`config.mk`:
```
export PLATFORM = sky130hd
export DESIGN_NAME = sram_arbiter_2p
export DESIGN_NICKNAME = d
export VERILOG_FILES = /design/src/rtl/sram_arbiter_2p.sv
export SDC_FILE = /design/constraint.sdc
export NUM_CORES = 1
export LEC_CHECK = 0
export CORE_AREA = 4 4 105 107
export CTS_BUF_LIST = sky130_fd_sc_hd__clkbuf_4
export CTS_CLUSTER_DIAMETER = 40
export CTS_CLUSTER_SIZE = 14
export DETAILED_ROUTE_END_ITERATION = 7
export DIE_AREA = 0 0 109 111
export GPL_TIMING_DRIVEN = 1
export HOLD_SLACK_MARGIN = 0.12
export PLACE_DENSITY_LB_ADDON = 0.12
export SYNTH_ARGS = -nofsm -noshare
export SYNTH_HDL_FRONTEND = slang
export SYNTH_SLANG_ARGS = --single-unit
```
`constraint.sdc`:
```
create_clock -name i_clk -period 4.15 [get_ports i_clk]
set_input_delay 1.0375 -clock i_clk [delete_from_list [all_inputs] [get_ports i_clk]]
set_output_delay 1.0375 -clock i_clk [all_outputs]
set_load 0.05 [all_outputs]
```
`src/rtl/sram_arbiter_2p.sv`:
```
// Two-port arbiter in front of a single 32-bit SRAM controller: latches the winning request,
// issues one command strobe, then returns the controller ack/data or a watchdog timeout error.
module sram_arbiter_2p #(
  parameter bit          RR_EN       = 1'b1,
  parameter int unsigned TIMEOUT_CYC = 15
) (
  input  logic        i_clk,
  input  logic        i_reset,
  input  logic        i_p0_req,
  input  logic        i_p0_we,
  input  logic [18:0] i_p0_addr,
  input  logic [31:0] i_p0_wdata,
  input  logic [3:0]  i_p0_bmask,
  output logic [31:0] o_p0_rdata,
  output logic        o_p0_ack,
  output logic        o_p0_err,
  input  logic        i_p1_req,
  input  logic        i_p1_we,
  input  logic [18:0] i_p1_addr,
  input  logic [31:0] i_p1_wdata,
  input  logic [3:0]  i_p1_bmask,
  output logic [31:0] o_p1_rdata,
  output logic        o_p1_ack,
  output logic        o_p1_err,
  output logic [17:0] o_mem_addr,
  output logic [31:0] o_mem_wdata,
  output logic [3:0]  o_mem_bmask,
  output logic        o_mem_wren,
  output logic        o_mem_rden,
  input  logic [31:0] i_mem_rdata,
  input  logic        i_mem_ack,
  output logic        o_busy,
  output logic        o_grant
);

  localparam int unsigned TimerW = $clog2(TIMEOUT_CYC + 1);

  typedef enum logic [1:0] {StIdle, StIssue, StWait} state_e;

  state_e            state_q, state_d;
  logic              grant_q, grant_d;
  logic              last_q, last_d;
  logic [TimerW-1:0] timer_q, timer_d;
  logic              we_q, we_d;
  logic [16:0]       addr_q, addr_d;
  logic [31:0]       wdata_q, wdata_d;
  logic [3:0]        bmask_q, bmask_d;

  logic win, timeout, done, abort;
  logic unused_addr;

  // Byte-offset bits are meaningless for word accesses.
  assign unused_addr = ^{i_p0_addr[1:0], i_p1_addr[1:0]};

  always_comb begin
    if (i_p0_req && i_p1_req) begin
      win = RR_EN ? ~last_q : 1'b0;
    end else begin
      win = i_p1_req;
    end
  end

  assign timeout = (timer_q == TimerW'(TIMEOUT_CYC - 1));
  assign done    = (state_q == StWait) && (i_mem_ack || timeout);
  assign abort   = (state_q == StWait) && !i_mem_ack && timeout;

  always_ff @(posedge i_clk) begin
    if (!i_reset) begin
      state_q <= StIdle;
      grant_q <= 1'b0;
      last_q  <= 1'b1;
      timer_q <= '0;
      we_q    <= 1'b0;
      addr_q  <= '0;
      wdata_q <= '0;
      bmask_q <= '0;
    end else begin
      state_q <= state_d;
      grant_q <= grant_d;
      last_q  <= last_d;
      timer_q <= timer_d;
      we_q    <= we_d;
      addr_q  <= addr_d;
      wdata_q <= wdata_d;
      bmask_q <= bmask_d;
    end
  end

  always_comb begin
    state_d = state_q;
    case (state_q)
      StIdle:  if (i_p0_req || i_p1_req) state_d = StIssue;
      StIssue: state_d = StWait;
      StWait:  if (done) state_d = StIdle;
      default: state_d = StIdle;
    endcase
  end

  always_comb begin
    grant_d = grant_q;
    last_d  = last_q;
    timer_d = timer_q;
    we_d    = we_q;
    addr_d  = addr_q;
    wdata_d = wdata_q;
    bmask_d = bmask_q;
    case (state_q)
      StIdle: begin
        if (i_p0_req || i_p1_req) begin
          grant_d = win;
          we_d    = win ? i_p1_we : i_p0_we;
          addr_d  = win ? i_p1_addr[18:2] : i_p0_addr[18:2];
          wdata_d = win ? i_p1_wdata : i_p0_wdata;
          bmask_d = win ? i_p1_bmask : i_p0_bmask;
        end
      end
      StIssue: timer_d = '0;
      StWait: begin
        timer_d = timer_q + TimerW'(1);
        // Only a real completion moves the round-robin pointer.
        if (i_mem_ack) last_d = grant_q;
      end
      default: ;
    endcase
  end

  always_comb begin
    o_mem_wren = (state_q == StIssue) && we_q;
    o_mem_rden = (state_q == StIssue) && !we_q;
    o_busy     = (state_q != StIdle);
    o_p0_ack   = done && !grant_q;
    o_p0_err   = abort && !grant_q;
    o_p1_ack   = done && grant_q;
    o_p1_err   = abort && grant_q;
    o_p0_rdata = (o_p0_ack && !abort) ? i_mem_rdata : '0;
    o_p1_rdata = (o_p1_ack && !abort) ? i_mem_rdata : '0;
  end

  assign o_mem_addr  = {addr_q, 1'b0};
  assign o_mem_wdata = wdata_q;
  assign o_mem_bmask = bmask_q;
  assign o_grant     = grant_q;

endmodule

```
==> metrics <==
n_diodes 0; via count 3678; Nets 787; 1st-pass router iterations 4; setup tns final 0 ps; critical path launch point type input port; Root Buffer Master clkbuf_4; worst path bufs/invs 2; crit path time final 3700 ps; Pwr per Cell Area 366 nW/um2; CTS tree yes; crit-path cells clkdlybuf4s50_1, o21ai_0, nor2_1, clkdlybuf4s50_1; setup violators final 0; hold path endpoint timer_q[3]; ratio of cells with drive above 1 in the final layout 0.142; EDFF count, synth 0; most common cell after layout, fill and taps aside clkdlybuf4s50_1; worst setup margin 446 ps; Max VDD drop 0.283 mV; Synth cell types 26; Crit path largest cell delay 830 ps; CTS Buf Count 9; worst slew pin tran 974 ps; Async S/R FF share, synth 0; CP top delay family buffers and inverters; Critical Path Fanout Max 4; Starting Density 0.328; Tcrit/Tclk final 0.893; Area growth, synth to finish 104%; worst r2r path cells 6; Leak 2.65 nW; Post-CTS Setup Bufs 0; worst-skew pair later-pin latency 390 ps; # clock sinks 62; most frequent cells in the layout clkdlybuf4s50_1, and2_1, buf_12, dfxtp_1, mux2i_1; Worst R2R Start state_q[1]; syn avg cell area 8.81 um2; largest net degree at the start of global routing 74; Crit. End Element output port; Row Count 37; hold depth 2; Worst EP arrival 2670 ps; Yosys warnings 0; first-pass GRT wire length 19.5 mm; CTS H-Tree Depth 3; Seq cells post-synth 62; Worst Setup Path Type input port to output port; status finished, final reports clean; core box area 10100 um2; # hold bufs at CTS 0; final WL 12.8 mm; initial antenna violation count 0; Hold Path Class register to register; Main synth FF type dfxtp_1; vias per std cell 4.76; syn_nets 534; drt drc 0; Setup Skew 12.3 ps; die area 12100 um2; Hold Crit Start timer_q[3]; setup repair after global routing missed its margin false; I/O pin count 275; max-cap check violation count 0; GRT Resource Usage Total 0.205; final slew viol count 0; Worst R2R End o_mem_wdata[30]; Post-DRT Antenna Nets 0; Die Y 111 um; Clock Pin Slew Worst Setup and Hold Paths 100 ps; GPL Wtd Cong 0.771; CP max stage cell clkdlybuf4s50_1; Seq/Total Area, Yosys 0.373; CTS max path bufs 2; r2r setup slk 2060 ps; Congestion Overflow GR 0; Placement Setup Slack 444 ps; number of port buffers 269; Critical Path Most Common Cell clkdlybuf4s50_1; Achievable Freq 0.270 GHz; Crit path required time 3110 ps; dpl hpwl 10.2 mm; Worst slew margin 0.351; final number of hold-violating endpoints 0; Synth Instances 378; # resized after CTS 0; Netlist Area Pre-Place 3330 um2; number of global-route vias before repair 3698; Die Width 109 um; initial DRC count 135; WL/cell 16.6 um
-- per-layer routing --
layer  track usage  wire [um]  share of wire  vias up
met5             0          0              0        -
met3        0.0652       1010          0.079        9
met1         0.208       4680           0.37     1710
li1              -          -              -     1815
met2         0.391       6950           0.54      144
met4        0.0530        149          0.012        0
-- cells by family (layout without fill, tap and decap cells) --
| logic type | Yosys count | in the layout | synth area share |
|---|---|---|---|
| AO/OA/AOI/OAI | 120 | 120 | 0.189 |
| AND/OR/NAND/NOR | 94 | 94 | 0.165 |
| flip-flops | 62 | 62 | 0.373 |
| multiplexers | 56 | 56 | 0.168 |
| buffers and inverters | 38 | 296 | 0.0774 |
| adder cells (fa/ha/maj) | 7 | 7 | 0.0263 |
| other | 1 | 1 | 0.00113 |
-- area by class of cell --
cell class	instances	area, um2
clock buffers	9	67.6
clock inverters	7	71.3
fillers	802	3350
inverters	5	18.8
multi-input cells	278	1840
flip-flops and latches	62	1240
well taps	136	170
repair buffers	275	3380
-- cells in the mapped netlist, types with 2 or more instances --
library cell,number,area share
and2_1,65,0.12
dfxtp_1,62,0.37
mux2i_1,56,0.17
a21oi_1,55,0.083
o21ai_0,55,0.083
clkbuf_1,19,0.021
nand2_1,8,0.0090
ha_1,7,0.026
nor2_1,7,0.0079
buf_12,6,0.036
buf_2,5,0.0075
inv_1,5,0.0056
a21boi_0,4,0.0090
nand3_1,4,0.0060
buf_4,3,0.0068
nand2b_1,3,0.0056
nor2b_1,3,0.0056
and3_1,2,0.0038
o21a_1,2,0.0045
-- power breakdown --
part / switching [mW] / internal, mW / leakage (nW)
clock: 0.235 / 0.185 / 0.0704
combinational: 0.795 / 0.495 / 2.06
sequential: 0.0610 / 0.716 / 0.514
-- how the worst max path moves through the flow --
stage | from | end | slack (ps) | depth (start not counted)
final | i_mem_ack | o_p0_ack | 450 | 4
after global routing | i_mem_ack | o_p1_ack | 400 | 4
after CTS | i_mem_ack | o_p0_ack | 440 | 4
after detailed placement | i_mem_ack | o_p0_ack | 440 | 4
after global placement | i_mem_ack | o_p1_ack | 450 | 4
after floorplan | i_mem_ack | o_p0_rdata[10] | 1190 | 4
-- worst min-delay path: stages, from the launching register on --
cell	delay, ps
dfxtp_1	340
nand2_1	70
o22ai_1	70
-- stage by stage --
stage	instance area, um2	hold WS, ps	utilization	instances	power, mW
2_1_floorplan	3330	451	-	378	1.57
3_5_place_dp	6650	491	0.656	756	2.08
4_1_cts	6790	507	0.670	772	2.51
3_3_place_gp	6650	460	0.656	756	2.06
6_report	6790	510	0.670	772	2.49
5_1_grt	6790	529	0.670	772	2.62
-- registers in the layout (all words and copies together), names as in the netlist --
signal,cells
o_grant,1
o_mem_bmask,4
we_q,1
timer_q,4
o_mem_wdata,32
addr_q,17
state_q,2
last_q,1
Power figures use the tool's default switching activity.
